## src/rtl/fp_divsqrt_share_ctrl.sv

```systemverilog
// ---------------------------------------------------------------------------
// fp_divsqrt_share_ctrl
//
// Purpose: shares one iterative FP divide/sqrt unit between NUM_LANES FP
// issue lanes. It arbitrates reservations from the issue queue round-robin,
// then tracks the single owner through start, completion, release and
// selective-flush abort.
//
// Ports:
//   clk, rst        clock, synchronous active-high reset
//   reserve_req     [NUM_LANES] issue queue wants the unit for lane i
//   reserve_grant   [NUM_LANES] one-hot grant, combinational, only in FREE
//   reserved        [NUM_LANES] one-hot, lane i owns the unit
//   exec_req        [NUM_LANES] lane i has the op in EX with operands valid
//   flush           [NUM_LANES] selective flush hits lane i's op
//   release_lane    [NUM_LANES] lane i consumed the result (the name
//                   "release" is a reserved word)
//   unit_start      one-cycle start pulse to the unit
//   unit_lane       current owner index (0 when FREE)
//   unit_abort      one-cycle kill to the unit
//   unit_done       unit result valid (pulse or level)
//   finished        [NUM_LANES] result ready for owner
//   busy            unit is not FREE
//
// state     | meaning
// ----------+------------------------------------------------------------
// FREE      | no owner, grant offered to the next requester (round robin)
// RESERVED  | owner holds the unit, waiting for exec_req (may time out)
// BUSY      | unit computing for the owner
// DONE      | result ready, waiting for owner release
// ---------------------------------------------------------------------------
module fp_divsqrt_share_ctrl #(
  parameter int NUM_LANES       = 2,
  parameter int RESERVE_TIMEOUT = 64,
  parameter int LANE_W          = (NUM_LANES > 1) ? $clog2(NUM_LANES) : 1
) (
  input  logic                 clk,
  input  logic                 rst,
  input  logic [NUM_LANES-1:0] reserve_req,
  output logic [NUM_LANES-1:0] reserve_grant,
  output logic [NUM_LANES-1:0] reserved,
  input  logic [NUM_LANES-1:0] exec_req,
  input  logic [NUM_LANES-1:0] flush,
  input  logic [NUM_LANES-1:0] release_lane,
  output logic                 unit_start,
  output logic [LANE_W-1:0]    unit_lane,
  output logic                 unit_abort,
  input  logic                 unit_done,
  output logic [NUM_LANES-1:0] finished,
  output logic                 busy
);

  localparam int TMO_W = (RESERVE_TIMEOUT > 0) ? $clog2(RESERVE_TIMEOUT + 1) : 1;
  localparam logic [TMO_W-1:0] TMO_LAST =
    TMO_W'((RESERVE_TIMEOUT > 0) ? RESERVE_TIMEOUT - 1 : 0);
  localparam logic [LANE_W-1:0] LAST_LANE = LANE_W'(NUM_LANES - 1);

  typedef enum logic [1:0] {
    S_FREE     = 2'd0,
    S_RESERVED = 2'd1,
    S_BUSY     = 2'd2,
    S_DONE     = 2'd3
  } state_t;

  state_t             state;
  logic [LANE_W-1:0]  owner;
  logic [LANE_W-1:0]  rr_ptr;
  logic [TMO_W-1:0]   tmo_cnt;

  logic               grant_any;
  logic [LANE_W-1:0]  grant_idx;

  logic               own_flush;
  logic               own_exec;
  logic               own_release;

  // Round-robin scan starting at rr_ptr, wrapping at NUM_LANES.
  always_comb begin
    int idx;
    logic [LANE_W-1:0] sel;
    grant_any = 1'b0;
    grant_idx = '0;
    idx       = 0;
    sel       = '0;
    for (int off = 0; off < NUM_LANES; off++) begin
      idx = int'(rr_ptr) + off;
      if (idx >= NUM_LANES) idx = idx - NUM_LANES;
      sel = LANE_W'(idx);
      if (!grant_any && reserve_req[sel]) begin
        grant_any = 1'b1;
        grant_idx = sel;
      end
    end
  end

  // Only the owner's lane signals matter; everything else is ignored.
  assign own_flush   = flush[owner];
  assign own_exec    = exec_req[owner];
  assign own_release = release_lane[owner];

  // Mealy outputs are masked during reset so a reset taken mid-operation
  // never produces a grant, start or abort pulse.
  assign reserve_grant = (!rst && state == S_FREE && grant_any)
                         ? (NUM_LANES'(1) << grant_idx) : '0;
  assign unit_start    = !rst && state == S_RESERVED && !own_flush && own_exec;
  assign unit_abort    = !rst && state == S_BUSY && own_flush;

  // Moore outputs decode state/owner only.
  assign busy      = (state != S_FREE);
  assign reserved  = busy ? (NUM_LANES'(1) << owner) : '0;
  assign finished  = (state == S_DONE) ? (NUM_LANES'(1) << owner) : '0;
  assign unit_lane = busy ? owner : '0;

  always_ff @(posedge clk) begin
    if (rst) begin
      state   <= S_FREE;
      owner   <= '0;
      rr_ptr  <= '0;
      tmo_cnt <= '0;
    end else begin
      case (state)
        S_FREE: begin
          if (grant_any) begin
            state   <= S_RESERVED;
            owner   <= grant_idx;
            rr_ptr  <= (grant_idx == LAST_LANE) ? '0 : grant_idx + 1'b1;
            tmo_cnt <= '0;
          end
        end
        S_RESERVED: begin
          if (own_flush) begin
            state <= S_FREE;
          end else if (own_exec) begin
            state <= S_BUSY;
          end else if (RESERVE_TIMEOUT != 0 && tmo_cnt == TMO_LAST) begin
            state <= S_FREE;
          end else if (RESERVE_TIMEOUT != 0) begin
            tmo_cnt <= tmo_cnt + 1'b1;
          end
        end
        S_BUSY: begin
          // Flush wins over a same-cycle unit_done; the result is dropped.
          if (own_flush) begin
            state <= S_FREE;
          end else if (unit_done) begin
            state <= S_DONE;
          end
        end
        S_DONE: begin
          if (own_flush || own_release) begin
            state <= S_FREE;
          end
        end
        default: state <= S_FREE;
      endcase
    end
  end

endmodule

```

## config.mk

```make
export PLATFORM = sky130hd
export DESIGN_NAME = fp_divsqrt_share_ctrl
export DESIGN_NICKNAME = d
export VERILOG_FILES = /design/src/rtl/fp_divsqrt_share_ctrl.sv
export SDC_FILE = /design/constraint.sdc
export NUM_CORES = 1
export LEC_CHECK = 0
export CAP_MARGIN = 25
export CORE_MARGIN = 4
export CORE_UTILIZATION = 52
export CTS_BUF_LIST = sky130_fd_sc_hd__clkbuf_8
export DETAILED_ROUTE_END_ITERATION = 8
export PLACE_DENSITY = 0.86
export SKIP_CTS_REPAIR_TIMING = 1
export SYNTH_ARGS = -nofsm -noshare
export SYNTH_HDL_FRONTEND = slang
export SYNTH_SLANG_ARGS = --single-unit
```

## constraint.sdc

```tcl
create_clock -name clk -period 3.85 [get_ports clk]
set_input_delay 0.77 -clock clk [delete_from_list [all_inputs] [get_ports clk]]
set_output_delay 0.77 -clock clk [all_outputs]
set_load 0.02 [all_outputs]
```

==> results of run 1 <==
-- cell families after synthesis --
logic type                 Yosys count
adders and majority gates            1
muxes                                4
AOI/OAI and AO/OA                   26
buffers and inverters                9
and+or+nand+nor                     38
DFF                                 11
-- stage by stage --
stage	setup WS, ns	power, mW
after detailed placement	0.6404	0.2048
after floorplan	1.520	0.1738
after CTS	0.6378	0.3183
final	0.6183	0.3145
after global routing	0.5117	0.3312
after global placement	0.6722	0.2028
-- worst paths after layout --
path / start / endpoint / slack, ns / cells after the start
max: rst / reserve_grant[0] / 0.62 / 3
min: tmo_cnt[6] / tmo_cnt[6] / 0.44 / 2
max reg2reg: tmo_cnt[0] / tmo_cnt[6] / 2.12 / 5
min reg2reg: tmo_cnt[6] / tmo_cnt[6] / 0.44 / 2
-- cell usage in the layout, fill, tap and decap left out, types with 2 or more instances in the layout --
cell	n
nor2b_1	2
a311oi_1	4
nand3b_1	2
o21ba_2	2
nor3_1	4
nand2_1	6
mux2i_1	2
nand2b_1	2
and3_1	2
inv_1	6
nor2_1	6
clkdlybuf4s50_1	20
o211ai_1	2
o21ai_0	4
or4_1	2
clkbuf_8	3
nand3_1	5
a211oi_1	2
dfxtp_1	11
o22ai_1	2
a21oi_1	3
mux2_2	2
-- power by group --
part | leakage [nW] | total, mW | switching [mW] | internal (mW)
combinational | 0.202 | 0.0759 | 0.0393 | 0.0365
clock | 0.0269 | 0.111 | 0.0413 | 0.0698
sequential | 0.0894 | 0.128 | 0.00872 | 0.119
total | 0.318 | 0.315 | 0.0893 | 0.225
-- routing by layer --
metal / vias to the layer above / GRT usage / wire (µm)
li1: 379 / - / -
met3: 2 / 0.07905 / 78
met1: 337 / 0.2446 / 809
met5: - / 0 / 0
met4: 0 / 0.04094 / 10
met2: 14 / 0.2981 / 855
-- critical path, delay by kind of cell --
kind                   cells  cell delay (ns)
AOI/OAI and AO/OA          1             0.35
buffers and inverters      2             1.34
-- state kept, by name (all words and copies together) (netlist names) --
register / cells
tmo_cnt: 7
rr_ptr: 1
state: 2
owner: 1
-- cell type report --
class,instances,share of cell area
flip-flops and latches,11,0.2271
multi-input cells,69,0.4813
well taps,15,0.01935
inverters,5,0.01935
clock buffers,3,0.04258
repair buffers,20,0.2065
clock inverters,1,0.003871
==> metrics.csv, run 1 <==
stage,metric,value,unit
critical_path,slowest_delay,0.69,ns
logic_synthesis,seq_area_frac_synth,0.3009,
route,drt_iter0_markers,18,
logic_synthesis,synth_top_area_frac,0.3009,
logic_synthesis,synth_most_common_cell,dfxtp_1,
clock_tree,htree_levels,1,
layout,final_cells,124,
global_route,grt_antenna_before_repair,0,
job,maxCapViolations,0,
floorplanning,rows,13,
sta,relSlewSlack,0.6293,
layout,drive_above_1_share,0.1009,
logic_synthesis,async_flop_share,0,
logic_synthesis,synth_seq_cells,11,
route,drtPass1Iterations,4,
placement,place_inst,120,
clock_tree,numClockSinks,11,
pwr,p_per_area,324.4,mW/mm²
global_route,overflow,0,
clock_tree,cts-root-buf,clkbuf_8,
clock_tree,cts_tree,yes,
layout,stdcell_area,969.7,µm²
critical_path,worstPathArrival,2.46,ns
logic_synthesis,synthXorXnorAreaFrac,0,
sta,fmax,0.3094,GHz
critical_path,critPathLaunchType,primary input,
logic_synthesis,synth_common_cells,"11 x dfxtp_1, 6 x nand2_1, 6 x nor2_1",
logic_synthesis,synth_adder_area_share,0.01709,
layout,n_antenna_cell,0,
logic_synthesis,synth_area,732.0,µm²
global_route,track_usage,0.1911,
logic_synthesis,synthSimpleGateAreaFrac,0.3094,
sta,hold_viol,0,
sta,setup_violations,0,
logic_synthesis,muxShareOfSynthArea,0.05812,
logic_synthesis,synth_edf_count,0,
route,dr_total_vias,732,
floorplanning,die_x,45.52,µm
sta,rsz0062_at_grt,false,
floorplanning,start_util,0.5556,
layout,multi_input_area,466.7,µm²
sta,worst_pin_slew,0.5543,ns
layout,regArea,220.2,µm²
placement,placed_cell_area,924.6,µm²
placement,dpl.hpwl,1330,µm
logic_synthesis,synth_area_leaders,"dfxtp_1 30%, a311oi_1 4.8%, nand3_1 3.4%",
logic_synthesis,synth_top_family_by_area,simple AND/OR/NAND/NOR gates,
layout,final_util,0.7360,
critical_path,critPathRequiredTime,3.08,ns
critical_path,crit_type,in -> out,
pwr,vdd_drop_max,0.3127,mV
floorplanning,design.core.area,0.001318,mm²
sta,period_needed,3.232,ns
floorplanning,fp.dieArea,0.002072,mm²
layout,num-fill-cells,109,
critical_path,critPathCaptureType,primary output,
critical_path,crit_slowest_cell,clkdlybuf4s50_1,
placement,gp_congestion,0.7899,
clock_tree,cts.clk_slew.worst_paths,0.04,ns
sta,fin_crit_sh,0.8394,
logic_synthesis,synth-compound-area-share,0.2530,
sta,fin_hold_ws,0.4398,ns
layout,fin_nets,122,
pwr,p_leak,0.3179,nW
logic_synthesis,ys_types,38,
sta,final_max_slew_viol_count,0,
logic_synthesis,ys.warnings.count,0,
route,vias_per_cell,5.903,
sta,final.setup_skew,0.006335,ns
logic_synthesis,synth_ff_type,dfxtp_1,
status,status,completed,
global_route,grt_pass1_vias,696,
global_route,grt_max_degree,18,
logic_synthesis,yosys.area.top_type,dfxtp_1,
logic_synthesis,netlist_instances,89,
critical_path,cpMostUsedCell,clkdlybuf4s50_1,
clock_tree,numCtsBuffers,3,
route,wl_per_cell,14.15,µm
floorplanning,fp.dieH,45.52,µm
route,drtAntennaViolNets,0,
critical_path,critPathMaxFanout,17,
layout,areaGrowthSynthToFinish,32.48,%
clock_tree,cts.path.max_buffers,2,
placement,io_buffers,20,
logic_synthesis,syn_area_per_cell,8.224,µm²
sta,tns,0,ns
worst_hold_path,hold_path.class,reg -> reg,
clock_tree,insertion_delay,0.24,ns
critical_path,crit_chain,"clkdlybuf4s50_1, a211oi_1, clkdlybuf4s50_1",
logic_synthesis,syn_nets,101,
floorplanning,io-pin-count,21,
global_route,grt_pass1_wl,2932,µm
route,wl,1754,µm
route,drc,0,
Note: power is estimated with default switching activity, not from simulation.
==> run 2, diff against run 1 <==
CORE_UTILIZATION = 43   (was 52)
PLACE_DENSITY = 0.76   (was 0.86)
clock period = 2.85 ns   (was 3.85 ns; I/O delays follow)
==> run 2 against run 1 <==
Register-to-register slack worse by 1.0 ns; sequential cell count did not move; power increased by 37%; critical path type unchanged; largest power group unchanged.
==> metrics.csv, run 2 (synthesized netlist as in run 1, its figures left out) <==
stage,metric,value,unit,change
status,status,completed,,unchanged
sta,final_max_slew_viol_count,0,,unchanged
global_route,overflow,0,,unchanged
worst_hold_path,holdPathEnd,tmo_cnt[6],,unchanged
clock_tree,numClockSinks,11,,unchanged
floorplanning,design.core.area,0.001559,mm²,was 0.001318 mm²
critical_path,r2r-start,tmo_cnt[0],,unchanged
sta,setup_violations,0,,unchanged
pwr,p_comb_frac,0.244,,was 0.241
layout,drive_above_1_share,0.1171,,was 0.1009
clock_tree,cts-root-buf,clkbuf_8,,unchanged
clock_tree,cts.clk_slew.worst_paths,0.05,ns,was 0.04 ns
critical_path,crit_type,in -> out,,unchanged
pwr,p_leak,0.3275,nW,was 0.3179 nW
global_route,grt_max_degree,12,,was 18
pwr,vdd_drop_max,0.3230,mV,was 0.3127 mV
route,drtAntennaViolNets,0,,unchanged
floorplanning,io-pin-count,21,,unchanged
critical_path,r2r_cells,5,,unchanged
route,wl,1910,µm,was 1754 µm
sta,fmax,0.3670,GHz,
critical_path,critPathRequiredTime,2.28,ns,was 3.08 ns
job,maxCapViolations,0,,unchanged
sta,tns,0,ns,unchanged
floorplanning,fp.dieH,49.26,µm,was 45.52 µm
layout,top_register,tmo_cnt,,unchanged
global_route,grt_antenna_before_repair,0,,unchanged
critical_path,critPathLaunchType,primary input,,unchanged
sta,fin_hold_ws,0.4436,ns,was 0.4398 ns
layout,areaGrowthSynthToFinish,34.70,%,was 32.48%
sta,fin_crit_sh,0.9561,,
placement,dpl.hpwl,1389,µm,was 1330 µm
layout,final_util,0.6324,,was 0.7360
layout,num-fill-cells,138,,was 109
clock_tree,insertion_delay,0.24,ns,about the same
clock_tree,htree_levels,1,,unchanged
critical_path,crit_chain,"clkdlybuf4s50_1, mux2_2, nor3_1, clkdlybuf4s50_1",,"was clkdlybuf4s50_1, a211oi_1, clkdlybuf4s50_1"
worst_hold_path,hold_path_depth,2,,unchanged
route,wl_per_cell,15.04,µm,was 14.15 µm
placement,gp_congestion,0.8018,,was 0.7899
placement,placed_cell_area,940.9,µm²,was 924.6 µm²
critical_path,critPathCaptureType,primary output,,unchanged
pwr,p_seq_frac,0.399,,was 0.406
critical_path,slowest_delay,0.63,ns,was 0.69 ns
global_route,grt_pass1_vias,727,,was 696
pwr,pwr-share-clk,0.357,,was 0.353
global_route,track_usage,0.1683,,was 0.1911
sta,relSlewSlack,0.6409,,was 0.6293
pwr,p_sw_frac,0.2915,,was 0.2840
sta,period_needed,2.725,ns,
floorplanning,start_util,0.4695,,was 0.5556
critical_path,critPathMaxFanout,5,,was 17
global_route,grt_pass1_wl,3201,µm,was 2932 µm
floorplanning,fp.dieArea,0.002426,mm²,was 0.002072 mm²
layout,fin_nets,124,,was 122
floorplanning,die_x,49.26,µm,was 45.52 µm
critical_path,crit_slowest_cell,clkdlybuf4s50_1,,unchanged
layout,reg_top3,"tmo_cnt x7, state x2",,unchanged
layout,stdcell_area,985.9,µm²,was 969.7 µm²
layout,multi_input_area,466.7,µm²,unchanged
placement,io_buffers,20,,unchanged
route,dr_total_vias,751,,was 732
sta,rsz0062_at_grt,false,,unchanged
worst_hold_path,hold_path.class,reg -> reg,,unchanged
clock_tree,cts.path.max_buffers,2,,unchanged
floorplanning,rows,14,,was 13
layout,layout_common_cells,"20 x clkdlybuf4s50_1, 11 x dfxtp_1, 6 x inv_1, 6 x nor2_1, 6 x nand2_1",,unchanged
pwr,p_switching,0.1260,mW,was 0.08934 mW
clock_tree,numCtsBuffers,3,,unchanged
sta,hold_viol,0,,unchanged
route,drc,0,,unchanged
critical_path,worstPathArrival,2.15,ns,was 2.46 ns
route,drtPass1Iterations,4,,unchanged
clock_tree,cts_tree,yes,,unchanged
critical_path,cpMostUsedCell,clkdlybuf4s50_1,,unchanged
route,vias_per_cell,5.913,,was 5.903
layout,regArea,220.2,µm²,unchanged
worst_hold_path,min-delay-start,tmo_cnt[6],,unchanged
critical_path,ff2ff_setup_slack,1.10,ns,was 2.12 ns
route,drt_iter0_markers,14,,was 18
layout,n_antenna_cell,0,,unchanged
critical_path,reg2reg_to,tmo_cnt[6],,unchanged
pwr,p_int,0.3061,mW,was 0.2252 mW
pwr,p_per_area,438.3,mW/mm²,was 324.4 mW/mm²
sta,worst_pin_slew,0.5331,ns,was 0.5543 ns
layout,final_common_cell,clkdlybuf4s50_1,,unchanged
sta,final.setup_skew,0.006587,ns,was 0.006335 ns
layout,largest_reg_flops,7,,unchanged
-- run 2: cell types whose count changed in the layout (fill, tap and decap cells not counted) --
cell,change
buf_4,+2
-- run 2: power groups by stage --
stage | sequential, mW | combinational, mW | clock, mW
2_1_floorplan | 0.167 | 0.0679 | 0
3_3_place_gp | 0.175 | 0.103 | 0
3_5_place_dp | 0.175 | 0.105 | 0
4_1_cts | 0.172 | 0.105 | 0.161
5_1_grt | 0.174 | 0.114 | 0.167
6_report | 0.172 | 0.105 | 0.154
-- run 2: cell type report --
type                            count  area share
Clock inverter                      1    0.003807
Multi-Input combinational cell     69      0.4734
Clock buffer                        3     0.04188
Timing Repair Buffer               22      0.2183
Sequential cell                    11      0.2233
Inverter                            5     0.01904
Tap cell                           16     0.02030
-- run 2: worst max path at each step --
stage	from	end	slack, ns
finish	flush[1]	unit_start	0.13
floorplan	state[0]	reserve_grant[0]	0.88
global route	flush[1]	unit_start	0.09
global placement	flush[1]	unit_start	0.14
detailed placement	flush[1]	unit_start	0.13
CTS	flush[1]	unit_start	0.12
-- run 2: critical path, delay by kind of cell --
family | cells | cell delay [ns]
and+or+nand+nor | 1 | 0.18
muxes | 1 | 0.33
buffers and inverters | 2 | 1.08
-- run 2: layer usage --
layer / share of wire / vias up / wire length [µm] / track usage
met2: 0.45 / 19 / 855 / 0.2612
li1: - / 381 / - / -
met3: 0.060 / 4 / 115 / 0.05810
met4: 0.015 / 0 / 28 / 0.06635
met1: 0.48 / 347 / 910 / 0.2107
met5: 0 / - / 0 / 0
-- run 2: stage by stage --
step | instances | power [mW] | worst slack [ns]
4_1_cts | 127 | 0.4387 | 0.1211
3_3_place_gp | 123 | 0.2776 | 0.1376
5_1_grt | 127 | 0.4554 | 0.09308
2_1_floorplan | 89 | 0.2348 | 0.8761
6_report | 127 | 0.4321 | 0.1252
3_5_place_dp | 123 | 0.2797 | 0.1257
==> run 3, diff against run 2 <==
CORE_MARGIN = 8   (was 4)
==> run 3 against run 2 <==
Cell count rose by 1.6%; first-iteration DRC count rose by 110%; non-clock buffer count rose by 1; register-to-register slack got worse by 0.02 ns; critical endpoint unchanged; largest cell class unchanged; largest power group unchanged.
==> metrics.csv, run 3 (synthesized netlist as in run 1, its figures left out) <==
stage,metric,value,unit,change
worst_hold_path,hold_path.class,reg -> reg,,unchanged
layout,largest_reg_flops,7,,unchanged
clock_tree,htree_levels,1,,unchanged
clock_tree,cts.clk_slew.worst_paths,0.05,ns,about the same
critical_path,crit_start,flush[0],,was flush[1]
sta,setup_violations,0,,unchanged
pwr,p_leak,0.3328,nW,was 0.3275 nW
global_route,grt_pass1_vias,744,,was 727
floorplanning,io-pin-count,21,,unchanged
critical_path,critPathLaunchType,primary input,,unchanged
sta,relSlewSlack,0.6201,,was 0.6409
worst_hold_path,holdPathEnd,tmo_cnt[6],,unchanged
worst_hold_path,min-delay-start,tmo_cnt[6],,unchanged
sta,final.setup_skew,0.003667,ns,was 0.006587 ns
sta,fin_crit_sh,0.9427,,was 0.9561
sta,setup_slack,0.1634,ns,was 0.1252 ns
placement,io_buffers,20,,unchanged
critical_path,ff2ff_setup_slack,1.08,ns,was 1.10 ns
critical_path,crit_type,in -> out,,unchanged
placement,place_inst,125,,was 123
pwr,p_switching,0.1283,mW,was 0.1260 mW
route,drc,0,,unchanged
pwr,p_seq_frac,0.390,,was 0.399
route,drtPass1Iterations,4,,unchanged
layout,final_util,0.5955,,was 0.6324
sta,final_max_slew_viol_count,0,,unchanged
floorplanning,die_x,57.26,µm,was 49.26 µm
placement,gp_congestion,0.8283,,was 0.8018
layout,reg_top3,"tmo_cnt x7, state x2",,unchanged
clock_tree,cts-root-buf,clkbuf_8,,unchanged
route,vias_per_cell,5.899,,was 5.913
sta,fmax,0.3722,GHz,was 0.3670 GHz
floorplanning,rows,15,,was 14
route,drtAntennaViolNets,0,,unchanged
route,top_layer,met4,,unchanged
pwr,finalPower,0.4360,mW,was 0.4321 mW
global_route,track_usage,0.1272,,was 0.1683
global_route,grt_max_degree,12,,unchanged
layout,layout_common_cells,"20 x clkdlybuf4s50_1, 11 x dfxtp_1, 6 x inv_1, 6 x nor2_1, 6 x nand2_1",,unchanged
global_route,grt_pass1_wl,3394,µm,was 3201 µm
floorplanning,start_util,0.4382,,was 0.4695
placement,dpl.hpwl,1486,µm,was 1389 µm
layout,drive_above_1_share,0.1250,,was 0.1171
status,status,completed,,unchanged
pwr,p_sw_frac,0.2942,,was 0.2915
route,wl_per_cell,15.64,µm,was 15.04 µm
clock_tree,insertion_delay,0.24,ns,about the same
route,wl_met1,940,µm,was 910 µm
sta,tns,0,ns,unchanged
critical_path,r2r-start,tmo_cnt[0],,unchanged
layout,fin_nets,125,,was 124
critical_path,crit_slowest_cell,clkdlybuf4s50_1,,unchanged
route,met2WireLength,968,µm,was 855 µm
critical_path,cpMostUsedCell,clkdlybuf4s50_1,,unchanged
route,wl,2017,µm,was 1910 µm
global_route,grt_antenna_before_repair,0,,unchanged
critical_path,slowest_delay,0.63,ns,about the same
clock_tree,numClockSinks,11,,unchanged
layout,areaGrowthSynthToFinish,35.90,%,was 34.70%
route,wl_met3,86,µm,was 115 µm
sta,hold_viol,0,,unchanged
clock_tree,cts_tree,yes,,unchanged
layout,final_cells,129,,was 127
critical_path,crit_chain,"clkdlybuf4s50_1, mux2_2, nor3_1, clkdlybuf4s50_1",,unchanged
sta,worst_pin_slew,0.5639,ns,was 0.5331 ns
critical_path,worstPathArrival,2.12,ns,was 2.15 ns
placement,place_ws,0.1574,ns,was 0.1257 ns
floorplanning,design.core.area,0.001670,mm²,was 0.001559 mm²
critical_path,critPathRequiredTime,2.28,ns,about the same
critical_path,r2r_cells,5,,unchanged
pwr,p_int,0.3077,mW,was 0.3061 mW
global_route,overflow,0,,unchanged
pwr,p_per_area,438.3,mW/mm²,about the same
job,maxCapViolations,0,,unchanged
critical_path,critPathMaxFanout,5,,unchanged
pwr,vdd_drop_max,0.3544,mV,was 0.3230 mV
layout,final_common_cell,clkdlybuf4s50_1,,unchanged
critical_path,critPathCaptureType,primary output,,unchanged
worst_hold_path,hold_path_depth,2,,unchanged
route,dr_total_vias,761,,was 751
clock_tree,cts.path.max_buffers,2,,unchanged
floorplanning,fp.dieArea,0.003278,mm²,was 0.002426 mm²
pwr,p_comb_frac,0.250,,was 0.244
sta,rsz0062_at_grt,false,,unchanged
floorplanning,fp.dieH,57.26,µm,was 49.26 µm
critical_path,reg2reg_to,tmo_cnt[0],,was tmo_cnt[6]
clock_tree,numCtsBuffers,3,,unchanged
sta,period_needed,2.687,ns,was 2.725 ns
layout,n_antenna_cell,0,,unchanged
route,drt_iter0_markers,29,,was 14
pwr,pwr-share-clk,0.360,,was 0.357
layout,top_register,tmo_cnt,,unchanged
## run 3: critical path, delay by kind of cell
family        cells  cell delay, ns
buf+inv           2            1.06
mux               1            0.31
simple gates      1            0.17
## run 3: per-layer routing
| layer | vias to the layer above | GRT usage |
|---|---|---|
| met5 | - | 0 |
| met4 | 0 | 0.04643 |
| met3 | 2 | 0.03363 |
| met2 | 20 | 0.2110 |
| met1 | 351 | 0.1522 |
| li1 | 388 | - |
## run 3: cell type report
class	count	area, µm²
clock inverters	1	3.754
repair buffers	23	222.7
clock buffers	3	41.29
fillers	154	675.6
multi-input cells	69	466.7
well taps	17	21.27
inverters	5	18.77
flip-flops and latches	11	220.2
## run 3: worst max-delay path by stage
stage                             endpoint  cells past startpoint
after global placement          unit_start                      4
final                           unit_start                      4
after CTS                       unit_start                      4
after global routing            unit_start                      4
after floorplan           reserve_grant[0]                      4
after detailed placement        unit_start                      4
## run 3: power groups by stage
stage	clock (mW)	combinational, mW	sequential (mW)
after floorplan	0	0.0679	0.167
after global placement	0	0.106	0.173
after detailed placement	0	0.108	0.173
after CTS	0.158	0.110	0.170
after global routing	0.168	0.118	0.171
final	0.157	0.109	0.170
## run 3: stage by stage
stage	hold slack [ns]	area [µm²]
after floorplan	0.4089	732.0
after global placement	0.4203	949.7
after detailed placement	0.4292	949.7
after CTS	0.4686	994.7
after global routing	0.4822	994.7
final	0.4744	994.7
